`src/rtl/pio_in_pkg.sv`:
```
// pio_in_pkg
// Shared constants for the edge-capturing parallel input port:
//   - Avalon-MM word addresses of the register map
//   - per-channel capture mode encoding (2 bits per channel in MODE)
//   - legal parameter ranges for the channel count and synchroniser depth
//   - edge_event(): decides whether a channel raises a capture event this cycle
package pio_in_pkg;

  localparam int WIDTH_MIN       = 1;
  localparam int WIDTH_MAX       = 16;
  localparam int SYNC_STAGES_MIN = 2;
  localparam int SYNC_STAGES_MAX = 4;

  localparam logic [2:0] ADDR_DATA    = 3'd0;
  localparam logic [2:0] ADDR_MODE    = 3'd1;
  localparam logic [2:0] ADDR_MASK    = 3'd2;
  localparam logic [2:0] ADDR_CAPTURE = 3'd3;
  localparam logic [2:0] ADDR_FILTER  = 3'd4;
  localparam logic [2:0] ADDR_RAW     = 3'd5;

  typedef enum logic [1:0] {
    MODE_RISE  = 2'b00,
    MODE_FALL  = 2'b01,
    MODE_ANY   = 2'b10,
    MODE_LEVEL = 2'b11
  } edge_mode_e;

  // Level mode fires on every cycle the filtered value is high; the three
  // edge modes compare the filtered value with its previous-cycle copy.
  function automatic logic edge_event(input edge_mode_e mode,
                                      input logic       cur,
                                      input logic       prev);
    logic ev;
    ev = 1'b0;
    case (mode)
      MODE_RISE:  ev = cur & ~prev;
      MODE_FALL:  ev = ~cur & prev;
      MODE_ANY:   ev = cur ^ prev;
      MODE_LEVEL: ev = cur;
      default:    ev = 1'b0;
    endcase
    return ev;
  endfunction

endpackage

```
`src/rtl/pio_in_filter.sv`:
```
// pio_in_filter
// One input channel: a SYNC_STAGES-deep synchroniser followed by a
// debounce filter. A non-zero filter value N requires the synchronised bit
// to disagree with the filtered bit for N consecutive cycles before the
// filtered bit follows it. With N = 0 the filtered bit is the synchronised
// bit directly.
// Ports:
//   clk, reset  - clock, asynchronous active-high reset
//   in_bit      - raw asynchronous input
//   filter      - shared debounce length (0 = no filtering)
//   clear_cnt   - pulse that restarts the debounce count
//   synced      - synchronised, unfiltered value
//   filtered    - debounced value
module pio_in_filter
  import pio_in_pkg::*;
#(
  parameter int SYNC_STAGES = 2,
  parameter int CNT_W       = 8
) (
  input  logic             clk,
  input  logic             reset,
  input  logic             in_bit,
  input  logic [CNT_W-1:0] filter,
  input  logic             clear_cnt,
  output logic             synced,
  output logic             filtered
);

  logic [SYNC_STAGES-1:0] sync_q;
  logic                   filt_q;
  logic [CNT_W-1:0]       cnt_q;
  logic [CNT_W-1:0]       cnt_inc;

  assign synced   = sync_q[SYNC_STAGES-1];
  // filt_q keeps tracking the synchronised bit while filtering is off, so
  // turning the filter on later starts from the current input level.
  assign filtered = (filter == '0) ? synced : filt_q;
  // Saturating increment: the count sticks at all-ones instead of wrapping.
  assign cnt_inc  = (cnt_q == '1) ? cnt_q : cnt_q + CNT_W'(1);

  // Synchroniser shift chain; bit 0 samples the asynchronous input.
  always_ff @(posedge clk or posedge reset) begin
    if (reset) begin
      sync_q <= '0;
    end else begin
      sync_q <= {sync_q[SYNC_STAGES-2:0], in_bit};
    end
  end

  // Debounce: count cycles of disagreement, toggle the filtered bit on the
  // cycle the count reaches the filter value, restart on any agreement.
  always_ff @(posedge clk or posedge reset) begin
    if (reset) begin
      filt_q <= 1'b0;
      cnt_q  <= '0;
    end else if (filter == '0) begin
      filt_q <= synced;
      cnt_q  <= '0;
    end else if (clear_cnt) begin
      cnt_q <= '0;
    end else if (synced == filt_q) begin
      cnt_q <= '0;
    end else if (cnt_inc == filter) begin
      filt_q <= ~filt_q;
      cnt_q  <= '0;
    end else begin
      cnt_q <= cnt_inc;
    end
  end

endmodule

```
`src/rtl/pio_in_edge_ctrl.sv`:
```
// pio_in_edge_ctrl
// Avalon-MM parallel input port with per-channel synchroniser, debounce,
// configurable edge/level capture and a maskable level interrupt.
// Registers: 0 DATA (RO), 1 MODE (RW), 2 MASK (RW), 3 CAPTURE (W1C),
//            4 FILTER (RW), 5 RAW (RO), 6..7 read as 0.
// Ports:
//   clk, reset       - clock, asynchronous active-high reset
//   address          - word address
//   chipselect       - slave select
//   write_n          - active-low write strobe
//   writedata        - write data
//   in_port          - asynchronous external inputs
//   readdata         - registered read data (1-cycle latency, every cycle)
//   irq              - OR of CAPTURE AND MASK
module pio_in_edge_ctrl
  import pio_in_pkg::*;
#(
  parameter int WIDTH       = 8,
  parameter int SYNC_STAGES = 2,
  parameter int CNT_W       = 8
) (
  input  logic             clk,
  input  logic             reset,
  input  logic [2:0]       address,
  input  logic             chipselect,
  input  logic             write_n,
  input  logic [31:0]      writedata,
  input  logic [WIDTH-1:0] in_port,
  output logic [31:0]      readdata,
  output logic             irq
);

  if (WIDTH < WIDTH_MIN || WIDTH > WIDTH_MAX) begin : g_bad_width
    $error("pio_in_edge_ctrl: WIDTH out of range");
  end
  if (SYNC_STAGES < SYNC_STAGES_MIN || SYNC_STAGES > SYNC_STAGES_MAX) begin : g_bad_sync
    $error("pio_in_edge_ctrl: SYNC_STAGES out of range");
  end

  logic [2*WIDTH-1:0] mode_q;
  logic [WIDTH-1:0]   mask_q;
  logic [WIDTH-1:0]   capture_q;
  logic [WIDTH-1:0]   prev_q;
  logic [CNT_W-1:0]   filter_q;
  logic [WIDTH-1:0]   synced;
  logic [WIDTH-1:0]   filtered;
  logic [WIDTH-1:0]   event_vec;
  logic [WIDTH-1:0]   clear_vec;
  logic [31:0]        rd_next;
  logic               wr_en;
  logic               filter_wr;
  logic               unused_wdata;

  assign wr_en        = chipselect & ~write_n;
  assign filter_wr    = wr_en && (address == ADDR_FILTER);
  // Which writedata bits are stored depends on the parameters.
  assign unused_wdata = ^writedata;

  for (genvar i = 0; i < WIDTH; i++) begin : g_chan
    pio_in_filter #(
      .SYNC_STAGES (SYNC_STAGES),
      .CNT_W       (CNT_W)
    ) u_filter (
      .clk       (clk),
      .reset     (reset),
      .in_bit    (in_port[i]),
      .filter    (filter_q),
      .clear_cnt (filter_wr),
      .synced    (synced[i]),
      .filtered  (filtered[i])
    );
  end

  // Per-channel capture events and the write-1-to-clear mask.
  always_comb begin
    event_vec = '0;
    clear_vec = '0;
    if (wr_en && (address == ADDR_CAPTURE)) begin
      clear_vec = writedata[WIDTH-1:0];
    end
    for (int i = 0; i < WIDTH; i++) begin
      event_vec[i] = edge_event(edge_mode_e'(mode_q[2*i +: 2]), filtered[i], prev_q[i]);
    end
  end

  // Control registers. CAPTURE applies the clear first and the new events
  // last so an event arriving with a clear keeps the bit set. prev_q follows
  // the filtered value unconditionally, so MODE writes never fake an edge.
  always_ff @(posedge clk or posedge reset) begin
    if (reset) begin
      mode_q    <= '0;
      mask_q    <= '0;
      capture_q <= '0;
      filter_q  <= '0;
      prev_q    <= '0;
    end else begin
      prev_q    <= filtered;
      capture_q <= (capture_q & ~clear_vec) | event_vec;
      if (wr_en) begin
        case (address)
          ADDR_MODE:   mode_q   <= writedata[2*WIDTH-1:0];
          ADDR_MASK:   mask_q   <= writedata[WIDTH-1:0];
          ADDR_FILTER: filter_q <= writedata[CNT_W-1:0];
          default:     ;
        endcase
      end
    end
  end

  // Read mux, sampled every cycle whatever chipselect is doing.
  always_comb begin
    rd_next = '0;
    case (address)
      ADDR_DATA:    rd_next = 32'(filtered);
      ADDR_MODE:    rd_next = 32'(mode_q);
      ADDR_MASK:    rd_next = 32'(mask_q);
      ADDR_CAPTURE: rd_next = 32'(capture_q);
      ADDR_FILTER:  rd_next = 32'(filter_q);
      ADDR_RAW:     rd_next = 32'(synced);
      default:      rd_next = '0;
    endcase
  end

  // Registered read data.
  always_ff @(posedge clk or posedge reset) begin
    if (reset) begin
      readdata <= '0;
    end else begin
      readdata <= rd_next;
    end
  end

  assign irq = |(capture_q & mask_q);

endmodule

```
`config.mk`:
```
export PLATFORM = sky130hd
export DESIGN_NAME = pio_in_edge_ctrl
export DESIGN_NICKNAME = d
export VERILOG_FILES = /design/src/rtl/pio_in_pkg.sv /design/src/rtl/pio_in_filter.sv /design/src/rtl/pio_in_edge_ctrl.sv
export SDC_FILE = /design/constraint.sdc
export NUM_CORES = 1
export LEC_CHECK = 0
export ABC_CLOCK_PERIOD_IN_PS = 10300
export CAP_MARGIN = 20
export CORE_MARGIN = 1.5
export CORE_UTILIZATION = 47
export CTS_CLUSTER_DIAMETER = 50
export DETAILED_ROUTE_END_ITERATION = 6
export PLACE_DENSITY = 0.67
export SLEW_MARGIN = 0
export SYNTH_ARGS = -nofsm -noshare
export SYNTH_HDL_FRONTEND = slang
export SYNTH_SLANG_ARGS = --single-unit
```
`constraint.sdc`:
```
create_clock -name clk -period 10.3 [get_ports clk]
set_input_delay 1.545 -clock clk [delete_from_list [all_inputs] [get_ports clk]]
set_output_delay 1.545 -clock clk [all_outputs]
set_load 0.01 [all_outputs]
```
==> impl_summary.log, run 1 <==
INFO  metric grt.total_usage = 0.225
INFO  metric timing.critical_path.from_type = primary input
INFO  metric cell_count_after_placement = about 1200
INFO  metric ys_async_sr_fraction = 1.00
INFO  metric dp_hpwl = between 10000 and 15000 um
INFO  metric end_of_flow_core_utilization = 0.541
INFO  metric grt_max_degree = 87
INFO  metric period_minus_slack = about 4.6 ns
INFO  metric cp_data_required_time = roughly 11 ns
INFO  metric detail_route.first_pass.iterations = 5
INFO  metric synth-seq-area-share = 0.427
INFO  metric syn_area = approximately 0.0089 mm^2
INFO  metric clkTransAtPathRegs = around 0.06 ns
INFO  metric grt_setup_unrepaired = no
INFO  metric worstHoldPathType = reg -> reg
INFO  metric via_count = between 7000 and 8000
INFO  metric status = completed
INFO  metric yosysTopAreaCell = sky130_fd_sc_hd__dfrtp_1
INFO  metric drt_iter0_markers = approximately 500
INFO  metric synth_enable_flop_cells = 0
INFO  metric design.core.area = between 0.015 and 0.02 mm^2
INFO  metric numPortBuffers = 47
INFO  metric grt_pass1_vias = about 6600
INFO  metric number_of_maximum_capacitance_constraint_violations = 0
INFO  metric wl_per_cell = ~18 um
INFO  metric slew_violations = 0
INFO  metric vias_per_cell = 5.88
INFO  metric drtAntennaViolNets = 0
INFO  metric timing.final.hold_violations = 0
INFO  metric p_leak = between 4 and 5 nW
INFO  metric num_antenna_cells = 0
INFO  metric post-route-drc-count = 0
INFO  metric cp-end-kind = flop
INFO  metric critical_path.max_fanout = 17
INFO  metric synth.lib_cells_used.distinct = 79
INFO  metric synth.area.top_cells = sky130_fd_sc_hd__dfrtp_1 43%, sky130_fd_sc_hd__mux2i_1 4.6%, sky130_fd_sc_hd__xnor2_1 4.5%, sky130_fd_sc_hd__mux2_2 3.7%, sky130_fd_sc_hd__ha_1 3.4%
INFO  metric areaGrowthSynthToFinish = 13.4%
INFO  metric postLayoutCellArea = about 0.01 mm^2
INFO  metric cts_inserted_buffers = 17
INFO  metric ys.warnings.count = 0
INFO  metric grt_use_met1 = 0.324
INFO  metric cts_setup_buffers = 0
INFO  metric wirelength = around 21000 um
INFO  metric globalRouteOverflowTotal = 0
INFO  metric layout-drive-gt1-share = 0.0910
INFO  metric die_h = ~140 um
INFO  metric synth_area_per_cell = 9.75 um^2
INFO  metric cts_resized = 0
INFO  metric initial_antenna_violation_count = 0
INFO  metric synthCells = between 900 and 1000
INFO  metric arrival = 4.90 ns
INFO  metric clk_latency = between 0.4 and 0.5 ns
INFO  metric grt_pass1_wl = ~35000 um
INFO  metric place_area = around 0.0095 mm^2
INFO  metric groute.layer.met2.usage = 0.353
INFO  metric initial_utilization = 0.478
INFO  metric skew_final = 0.0113 ns
INFO  metric ioPinCount = 80
INFO  metric power.ir.vdd_worst = roughly 130 uV
INFO  metric placement_rows = 50
INFO  metric clock_tree.htree_level_count = 4
INFO  metric yosys_most_used_dff = sky130_fd_sc_hd__dfrtp_1
INFO  metric cts.sinks = around 150
INFO  metric die_w = 141 um
INFO  metric post-place-ws = 5.21 ns
INFO  metric timing.final.crit_share = 0.446
INFO  metric setup_slack = 5.71 ns
INFO  metric criticalPathCategory = in -> reg
INFO  metric cts-hold-fix-buffers = 0
INFO  metric clk_root_buffer_cell = sky130_fd_sc_hd__clkbuf_16
INFO  metric numnets_final = around 1000
INFO  metric fin_tns_setup = 0 ns
INFO  metric floorplan.die_area = roughly 0.020 mm^2
INFO  metric power_density_over_the_cells = 215 mW/mm^2
INFO  metric grt_met3_use = 0.0421
INFO  metric most_used_routing_layer = met2
INFO  metric p_total = between 2 and 2.5 mW
INFO  metric cts_max_path_buffers = 2
INFO  metric actual_slew_at_the_worst_max_slew_pin = between 0.8 and 0.9 ns
INFO  metric tritoncts = built
INFO  metric stdcell_count = 1190
INFO  metric share_of_the_synthesized_area_in_the_top_cell_type = 0.427
INFO  metric slew-limit-headroom = 0.406
INFO  metric synth-seq-cells = ~150
INFO  metric setup_viol = 0
INFO  metric routabilityCongestion = just under 0.9
INFO  metric fin_worst_hold_slack = around 0.35 ns
INFO  metric clock.fmax = about 0.22 GHz
## placed cells by master (no fill, tap or decap), drive strengths merged, types with 18 or more instances in the layout
cell	Yosys	routed
a21oi	36	36
a31oi	18	18
clkbuf	20	18
clkdlybuf4s50	0	47
dfrtp	152	152
ha	24	24
inv	29	36
mux2	37	37
mux2i	41	41
nand2	71	71
nand3	39	39
nand4	18	18
nor2	73	73
nor3	29	29
o21ai	32	32
xnor2	46	46
## path summary, 6_finish.rpt
path,cells past startpoint,from,to,slack (ns)
worst min register to register,0,g_chan[4].u_filter.sync_q[0],g_chan[4].u_filter.sync_q[1],0.35
max in group asynchronous,3,reset,g_chan[1].u_filter.cnt_q[2],7.28
worst min-delay path,0,g_chan[4].u_filter.sync_q[0],g_chan[4].u_filter.sync_q[1],0.35
min in group asynchronous,2,reset,g_chan[5].u_filter.cnt_q[4],1.64
worst max-delay path,5,address[0],mode_q[0],5.71
worst max register to register,9,filter_q[2],capture_q[7],6.98
## where the power goes
part | internal, mW | total (mW) | leakage [nW] | switching [mW]
combinational | 0.303 | 0.651 | 2.03 | 0.349
clock | 0.395 | 0.667 | 0.301 | 0.272
sequential | 0.706 | 0.847 | 1.93 | 0.141
total | 1.40 | 2.17 | 4.26 | 0.762
## kinds of logic (layout without fill, tap and decap cells)
family          after synthesis  in the layout  synth area share
buf+inv                      86            114            0.0465
compound gates              181            181             0.142
flops                       152            152             0.427
fa+ha+maj                    24             24            0.0337
xor+xnor                     63             63            0.0620
simple gates                327            327             0.192
other cells                   1             16          0.000421
mux                          79             79            0.0959
## worst max-delay path: stages
cell	delay [ns]
sky130_fd_sc_hd__clkdlybuf4s50_1	0.94
sky130_fd_sc_hd__nor2b_1	0.58
sky130_fd_sc_hd__nor2b_1	0.56
sky130_fd_sc_hd__nand3b_1	0.74
sky130_fd_sc_hd__mux2_2	0.53
## routing by layer
| layer | up-vias | share of wire |
|---|---|---|
| li1 | 3354 | - |
| met1 | 3458 | 0.47 |
| met2 | 174 | 0.47 |
| met3 | 16 | 0.046 |
| met4 | 0 | 0.0080 |
| met5 | - | 0 |
## final cells by class
| cell class | instances | area, um^2 |
|---|---|---|
| sequential | 152 | 3800 |
| inverter | 29 | 114 |
| timing repair buffer | 53 | 515 |
| tap | 234 | 293 |
| clock inverter | 14 | 186 |
| multi-input combinational | 690 | 4740 |
| clock buffer | 18 | 439 |
| fill | 1670 | 8550 |
## registers in the layout, summed over array words and instances (netlist names)
signal	flops
g_chan.u_filter.sync_q	16
mask_q	8
readdata	16
capture_q	8
filter_q	8
g_chan.u_filter.filt_q	8
prev_q	8
g_chan.u_filter.cnt_q	64
mode_q	16
## cell usage after synthesis, types with 6 or more instances
| master | number |
|---|---|
| sky130_fd_sc_hd__a22oi_1 | 13 |
| sky130_fd_sc_hd__a211oi_1 | 9 |
| sky130_fd_sc_hd__nand4_1 | 17 |
| sky130_fd_sc_hd__xor2_1 | 17 |
| sky130_fd_sc_hd__mux2_1 | 7 |
| sky130_fd_sc_hd__a21oi_1 | 36 |
| sky130_fd_sc_hd__dfrtp_1 | 152 |
| sky130_fd_sc_hd__nand3_1 | 36 |
| sky130_fd_sc_hd__a221o_1 | 9 |
| sky130_fd_sc_hd__nor3b_1 | 6 |
| sky130_fd_sc_hd__and2_1 | 17 |
| sky130_fd_sc_hd__mux2i_1 | 41 |
| sky130_fd_sc_hd__nor3_1 | 28 |
| sky130_fd_sc_hd__and3_1 | 9 |
| sky130_fd_sc_hd__and4_1 | 12 |
| sky130_fd_sc_hd__a31oi_1 | 18 |
| sky130_fd_sc_hd__nand2_1 | 71 |
| sky130_fd_sc_hd__ha_1 | 24 |
| sky130_fd_sc_hd__o21ai_1 | 6 |
| sky130_fd_sc_hd__buf_2 | 19 |
| sky130_fd_sc_hd__nor4_1 | 6 |
| sky130_fd_sc_hd__o221ai_1 | 9 |
| sky130_fd_sc_hd__nand2b_1 | 9 |
| sky130_fd_sc_hd__xnor2_1 | 46 |
| sky130_fd_sc_hd__buf_4 | 17 |
| sky130_fd_sc_hd__mux2_2 | 29 |
| sky130_fd_sc_hd__o21ai_0 | 25 |
| sky130_fd_sc_hd__nor2_1 | 70 |
| sky130_fd_sc_hd__inv_1 | 28 |
| sky130_fd_sc_hd__clkbuf_1 | 17 |
| sky130_fd_sc_hd__nor2b_1 | 16 |
No activity file was read; power rests on OpenSTA's default activity.
==> run 2: changes to the inputs <==
Settings changed: ABC_CLOCK_PERIOD_IN_PS 10300 to 4100, PLACE_DENSITY 0.67 to 0.7.
Clock period 10.3 ns to 4.1 ns, I/O delays scaled along.
==> run 2 against run 1 <==
Sequential share of layout area fell by 0.14 points. Sequential cell count did not move. Power rose by 150%. Largest cell class unchanged. Critical path type is now reg -> reg. Critical path depth rose by 4. Non-clock buffer count rose by 10. Count of clock-buffer cells in the layout fell by 1. Clock power rose by 140%. Clock skew fell by 0.0014 ns.
==> impl_summary.log, run 2 (same netlist as run 1, synthesis figures left out) <==
INFO  metric status = completed
INFO  metric post-route-drc-count = 0 (unchanged)
INFO  metric clkTransAtPathRegs = 0.07 ns (about the same)
INFO  metric clk_root_buffer_cell = sky130_fd_sc_hd__clkbuf_16
INFO  metric worstHoldPathType = reg -> reg
INFO  metric die_w = 141 um (unchanged)
INFO  metric cp_data_required_time = 4.43 ns (-6.18 ns)
INFO  metric skew_final = 0.00993 ns (-0.00139 ns)
INFO  metric actual_slew_at_the_worst_max_slew_pin = 0.733 ns (-0.155 ns)
INFO  metric grt.total_usage = 0.224 (-0.000537)
INFO  metric internal_power = 3.41 mW (+140%)
INFO  metric layout.cells.most_common = sky130_fd_sc_hd__dfrtp_1
INFO  metric largest_register = g_chan.u_filter.cnt_q
INFO  metric grt_max_degree = 111 (+28%)
INFO  metric clock.fmax = 0.347 GHz
INFO  metric floorplan.die_area = 0.0198 mm^2 (unchanged)
INFO  metric drt_iter0_markers = 529 (+6.0%)
INFO  metric grt_met3_use = 0.0387 (-0.00340)
INFO  metric clock_tree.htree_level_count = 4 (unchanged)
INFO  metric grt_pass1_wl = 35000 um (-0.76%)
INFO  metric timing.critical_path.from_type = flop
INFO  metric placement_rows = 50 (unchanged)
INFO  metric layout.cells.most_common_list = 152 x sky130_fd_sc_hd__dfrtp_1, 71 x sky130_fd_sc_hd__nand2_1, 70 x sky130_fd_sc_hd__nor2_1
INFO  metric switching_share = 0.364 (+0.0122)
INFO  metric max_reg_flops = 64 (unchanged)
INFO  metric p_total = 5.37 mW (+150%)
INFO  metric initial_antenna_violation_count = 0 (unchanged)
INFO  metric num_antenna_cells = 0 (unchanged)
INFO  metric wl_per_cell = 17.9 um (+0.30%)
INFO  metric power_density_over_the_cells = 530 mW/mm^2 (+150%)
INFO  metric most_used_routing_layer = met2
INFO  metric numPortBuffers = 47 (unchanged)
INFO  metric criticalPathCategory = reg -> reg
INFO  metric grt_setup_unrepaired = no
INFO  metric slew_violations = 0 (unchanged)
INFO  metric p_leak = 4.30 nW (+0.88%)
INFO  metric critical_path.max_fanout = 15 (-2)
INFO  metric ff2ff_setup_slack = 1.22 ns (-5.76 ns)
INFO  metric hold_end = g_chan[7].u_filter.sync_q[1]
INFO  metric end_of_flow_core_utilization = 0.543 (+0.00208)
INFO  metric fin_worst_hold_slack = 0.351 ns (+0.00448 ns)
INFO  metric die_h = 141 um (unchanged)
INFO  metric clockPowerShare = 0.295 (-0.013)
INFO  metric cts_max_path_buffers = 2 (unchanged)
INFO  metric vias_per_cell = 5.99 (+1.8%)
INFO  metric cts-hold-fix-buffers = 0 (unchanged)
INFO  metric regArea = 0.00380 mm^2 (unchanged)
INFO  metric clk_latency = 0.44 ns (about the same)
INFO  metric grt_use_met1 = 0.302 (-0.0224)
INFO  metric r2r_start = filter_q[7]
INFO  metric drtAntennaViolNets = 0 (unchanged)
INFO  metric via_count = 7191 (+2.7%)
INFO  metric design.core.area = 0.0186 mm^2 (unchanged)
INFO  metric timing.hold.worst.start = g_chan[7].u_filter.sync_q[0]
INFO  metric cts_setup_buffers = 0 (unchanged)
INFO  metric postLayoutCellArea = 0.0101 mm^2 (+0.38%)
INFO  metric detail_route.first_pass.iterations = 5 (unchanged)
INFO  metric dp_hpwl = 14600 um (+1.9%)
INFO  metric areaGrowthSynthToFinish = 13.8%
INFO  metric power.ir.vdd_worst = 350 uV (+170%)
INFO  metric multiInputGateArea = 0.00474 mm^2 (unchanged)
INFO  metric arrival = 3.21 ns (-1.69 ns)
INFO  metric period_minus_slack = about 2.9 ns
INFO  metric fin_tns_setup = 0 ns (unchanged)
INFO  metric initial_utilization = 0.478 (unchanged)
INFO  metric switchingPower = 1.96 mW (+160%)
INFO  metric timing.final.crit_share = 0.702
INFO  metric wirelength = 21400 um (+1.1%)
INFO  metric grt_pass1_vias = 6880 (+3.5%)
INFO  metric numnets_final = 1024 (+0.99%)
INFO  metric timing.rr.end = capture_q[7]
INFO  metric routabilityCongestion = 0.851 (-3.0%)
INFO  metric timing.reg2reg.worst_path_depth = 9 (unchanged)
INFO  metric place_area = 0.00955 mm^2 (+0.91%)
INFO  metric groute.layer.met2.usage = 0.362 (+0.00882)
INFO  metric timing.final.hold_violations = 0 (unchanged)
INFO  metric cts.sinks = 152 (unchanged)
INFO  metric number_of_maximum_capacitance_constraint_violations = 0 (unchanged)
INFO  metric globalRouteOverflowTotal = 0 (unchanged)
INFO  metric combinationalPowerShare = 0.321 (+0.020)
INFO  metric cts_inserted_buffers = 17 (unchanged)
INFO  metric layout-drive-gt1-share = 0.100 (+0.00941)
INFO  metric slew-limit-headroom = 0.510 (+0.104)
INFO  metric ioPinCount = 80 (unchanged)
INFO  metric setup_viol = 0 (unchanged)
INFO  metric cp-end-kind = flop
INFO  metric cts_resized = 0 (unchanged)
INFO  metric min_path_cells = 0 (unchanged)
INFO  metric tritoncts = built
INFO  metric layout.filler_cells = 1631 (-2.3%)
INFO  metric share_seq_of_total_power = 0.384 (-0.007)
-- run 2: layout make-up --
type	count	area share
inverters	29	0.0111
clock buffers	17	0.0420
flip-flops and latches	152	0.375
clock inverters	15	0.0151
repair buffers	63	0.0595
well taps	234	0.0289
multi-input cells	690	0.468
-- run 2: metal layers --
| layer | routed length, um | vias up |
|---|---|---|
| met1 | 9650 | 3547 |
| met5 | 0 | - |
| met2 | 10200 | 216 |
| met4 | 506 | 0 |
| li1 | - | 3384 |
| met3 | 1050 | 44 |
-- run 2: worst max-delay path by stage --
| stage | from | endpoint | slack, ns | cells past startpoint |
|---|---|---|---|---|
| after floorplan | reset | capture_q[0] | 1.57 | 1 |
| after global placement | address[0] | mode_q[0] | 0.95 | 6 |
| after detailed placement | address[0] | mode_q[1] | 0.93 | 6 |
| after CTS | filter_q[7] | capture_q[7] | 1.19 | 9 |
| after global routing | filter_q[7] | capture_q[7] | 0.96 | 9 |
| final | filter_q[7] | capture_q[7] | 1.22 | 9 |
-- run 2: metrics by stage --
step	std cells	worst slack, ns
2_1_floorplan	928	1.57
3_3_place_gp	1168	0.949
3_5_place_dp	1168	0.935
4_1_cts	1200	1.19
5_1_grt	1200	0.959
6_report	1200	1.22
-- run 2: power groups by stage --
stage	sequential, mW	combinational [mW]	clock [mW]
global route	2.11	1.91	1.68
floorplan	2.01	1.30	0
global placement	2.07	1.67	0
finish	2.06	1.72	1.58
detailed placement	2.08	1.72	0
CTS	2.06	1.73	1.62
-- run 2: critical path, cell delays in order, from the launching register on --
cell,delay (ns)
sky130_fd_sc_hd__dfrtp_1,0.39
sky130_fd_sc_hd__nor4_1,0.32
sky130_fd_sc_hd__nand2_1,0.51
sky130_fd_sc_hd__mux2i_1,0.62
sky130_fd_sc_hd__inv_1,0.13
sky130_fd_sc_hd__ha_1,0.30
sky130_fd_sc_hd__inv_1,0.04
sky130_fd_sc_hd__mux2i_1,0.14
sky130_fd_sc_hd__nor2_1,0.06
sky130_fd_sc_hd__a221o_1,0.25
==> run 3: changes to the inputs <==
Settings changed: ABC_CLOCK_PERIOD_IN_PS 4100 to 2700, PLACE_DENSITY 0.7 to 0.67.
Clock period 4.1 ns to 2.7 ns, I/O delays scaled along.
==> run 3 against run 2 <==
Count of clock-buffer cells in the layout unchanged. Worst setup slack got worse by 1.1 ns. Combinational power up 68%. Critical path depth is 1 lower. Clock power increased by 60%. First-iteration DRC count shrank 8.1%. Non-clock buffer count up 35. Clock skew down 0.00069 ns. Utilization increased by 2.0 points. Largest cell class unchanged. Highest routed layer unchanged.
==> impl_summary.log, run 3 (same netlist as run 1, synthesis figures left out) <==
INFO  metric status = completed
INFO  metric wirelength = 21700 um (+1.2%)
INFO  metric grt_pass1_vias = 6969 (+1.3%)
INFO  metric power_density_over_the_cells = 810 mW/mm^2 (+53%)
INFO  metric clkTransAtPathRegs = 0.06 ns (about the same)
INFO  metric largest_register = g_chan.u_filter.cnt_q
INFO  metric critical_path.max_fanout = 6 (-9)
INFO  metric timing.critical_path.cells = ha_2, and4_1, a211oi_1, a311o_1, a2111oi_1, nand4_1, o21ai_1, mux2_1
INFO  metric initial_antenna_violation_count = 0 (unchanged)
INFO  metric grt_pass1_wl = 35700 um (+1.9%)
INFO  metric drt_iter0_markers = 486 (-8.1%)
INFO  metric tritoncts = built
INFO  metric switchingPower = 3.05 mW (+56%)
INFO  metric grt_setup_unrepaired = yes
INFO  metric combinationalPowerShare = 0.340 (+0.019)
INFO  metric wl_per_cell = 17.6 um (-1.7%)
INFO  metric via_count = 7220 (+0.40%)
INFO  metric max_stage_delay = 0.36 ns (-0.26 ns)
INFO  metric grt_max_degree = 50 (-55%)
INFO  metric clockPowerShare = 0.298 (+0.003)
INFO  metric postLayoutCellArea = 0.0105 mm^2 (+3.6%)
INFO  metric internal_power = 5.45 mW (+60%)
INFO  metric timing.reg2reg.worst_path_depth = 8 (-1)
INFO  metric timing.hold.worst.start = g_chan[3].u_filter.sync_q[0]
INFO  metric min_path_cells = 0 (unchanged)
INFO  metric grt.total_usage = 0.230 (+0.00539)
INFO  metric cts.sinks = 152 (unchanged)
INFO  metric worstPathBufferInverterCount = 0 (-2)
INFO  metric cp_data_required_time = 3.02 ns (-1.41 ns)
INFO  metric hold_end = g_chan[3].u_filter.sync_q[1]
INFO  metric timing.critical_path.from_type = flop
INFO  metric post-route-drc-count = 0 (unchanged)
INFO  metric die_w = 141 um (unchanged)
INFO  metric cts_inserted_buffers = 17 (unchanged)
INFO  metric ioPinCount = 80 (unchanged)
INFO  metric setup_slack = 0.119 ns (-1.10 ns)
INFO  metric clk_latency = 0.45 ns (about the same)
INFO  metric clock.fmax = 0.387 GHz (+12%)
INFO  metric p_leak = 4.50 nW (+4.6%)
INFO  metric dominant_delay_contributor_by_cell_family_on_the_critical_path = compound AO/OA/AOI/OAI gates
INFO  metric layout.cells.most_common = sky130_fd_sc_hd__dfrtp_1
INFO  metric areaGrowthSynthToFinish = 17.9%
INFO  metric drtAntennaViolNets = 0 (unchanged)
INFO  metric detail_route.first_pass.iterations = 5 (unchanged)
INFO  metric power.ir.vdd_worst = 573 uV (+64%)
INFO  metric timing.rr.end = g_chan[4].u_filter.filt_q
INFO  metric fin_tns_setup = 0 ns (unchanged)
INFO  metric globalRouteOverflowTotal = 0 (unchanged)
INFO  metric setup_viol = 0 (unchanged)
INFO  metric vias_per_cell = 5.85 (-2.4%)
INFO  metric timing.final.hold_violations = 0 (unchanged)
INFO  metric num_antenna_cells = 0 (unchanged)
INFO  metric dp_hpwl = 15500 um (+6.1%)
INFO  metric initial_utilization = 0.478 (unchanged)
INFO  metric clk_root_buffer_cell = sky130_fd_sc_hd__clkbuf_16
INFO  metric arrival = 2.90 ns (-0.31 ns)
INFO  metric numnets_final = 1059 (+3.4%)
INFO  metric cp-end-kind = flop
INFO  metric post-place-ws = 0.124 ns (-0.811 ns)
INFO  metric criticalPathCategory = reg -> reg
INFO  metric r2r_start = g_chan[4].u_filter.cnt_q[0]
INFO  metric place_area = 0.00986 mm^2 (+3.2%)
INFO  metric worstHoldPathType = reg -> reg
INFO  metric ff2ff_setup_slack = 0.12 ns (-1.10 ns)
INFO  metric skew_final = 0.00924 ns (-0.000694 ns)
INFO  metric clock_tree.htree_level_count = 4 (unchanged)
INFO  metric cts_setup_buffers = 0 (unchanged)
INFO  metric p_total = 8.51 mW (+58%)
INFO  metric cts_max_path_buffers = 2 (unchanged)
INFO  metric layout-drive-gt1-share = 0.139 (+0.0384)
INFO  metric routabilityCongestion = 0.885 (+4.0%)
INFO  metric period_minus_slack = 2.58 ns (-0.299 ns)
INFO  metric switching_share = 0.359 (-0.00506)
INFO  metric slew_violations = 0 (unchanged)
INFO  metric die_h = 141 um (unchanged)
INFO  metric numPortBuffers = 47 (unchanged)
INFO  metric floorplan.die_area = 0.0198 mm^2 (unchanged)
INFO  metric placement_rows = 50 (unchanged)
INFO  metric number_of_maximum_capacitance_constraint_violations = 0 (unchanged)
INFO  metric share_seq_of_total_power = 0.363 (-0.021)
INFO  metric timing.final.crit_share = 0.956 (+0.253)
INFO  metric crit_path_max_delay_cell_type = sky130_fd_sc_hd__dfrtp_1
INFO  metric actual_slew_at_the_worst_max_slew_pin = 0.557 ns (-0.177 ns)
INFO  metric design.core.area = 0.0186 mm^2 (unchanged)
INFO  metric fin_worst_hold_slack = 0.349 ns (-0.00142 ns)
INFO  metric slew-limit-headroom = 0.628 (+0.118)
INFO  metric max_reg_flops = 64 (unchanged)
INFO  metric layout.cells.most_common_list = 152 x sky130_fd_sc_hd__dfrtp_1, 71 x sky130_fd_sc_hd__nand2_1, 70 x sky130_fd_sc_hd__nor2_1
run 3: layer usage:
metal,GRT usage,vias to the layer above,share of wire
met2,0.376,189,0.48
met4,0.0735,0,0.019
met5,0,-,0
met3,0.0438,39,0.044
li1,-,3457,-
met1,0.308,3535,0.46
run 3: final cells by class:
cell class	count	area, um^2
Inverter	29	113
Multi-Input combinational cell	690	4770
Clock inverter	15	194
Tap cell	234	293
Clock buffer	17	425
Fill cell	1645	8140
Timing Repair Buffer	98	903
Sequential cell	152	3800
run 3: timing repair:
item	4_1_cts	5_1_grt
hold buffers	0	0
gates resized for setup	0	7
setup endpoints to repair	0	18
run 3: worst max path at each step:
stage / slack, ns / end / startpoint / depth (start not counted)
after floorplan: 0.30 / g_chan[7].u_filter.filt_q / g_chan[7].u_filter.cnt_q[0] / 9
after global placement: 0.17 / g_chan[5].u_filter.cnt_q[4] / g_chan[5].u_filter.cnt_q[0] / 8
after detailed placement: 0.12 / g_chan[4].u_filter.filt_q / g_chan[4].u_filter.cnt_q[0] / 8
after CTS: 0.08 / g_chan[4].u_filter.filt_q / g_chan[4].u_filter.cnt_q[0] / 8
after global routing: -0.06 / g_chan[5].u_filter.cnt_q[4] / g_chan[5].u_filter.cnt_q[0] / 8
final: 0.12 / g_chan[4].u_filter.filt_q / g_chan[4].u_filter.cnt_q[0] / 8
run 3: through the flow:
| stage | util | cells |
|---|---|---|
| 4_1_cts | 0.562 | 1235 |
| 5_1_grt | 0.563 | 1235 |
| 3_3_place_gp | 0.529 | 1203 |
| 3_5_place_dp | 0.529 | 1203 |
| 2_1_floorplan | - | 928 |
| 6_report | 0.563 | 1235 |
run 3: power groups by stage:
stage	combinational, mW	sequential [mW]	clock, mW
after floorplan	1.97	3.06	0
after global placement	2.80	3.10	0
after detailed placement	2.85	3.11	0
after CTS	2.87	3.08	2.57
after global routing	3.19	3.14	2.67
final	2.89	3.08	2.53
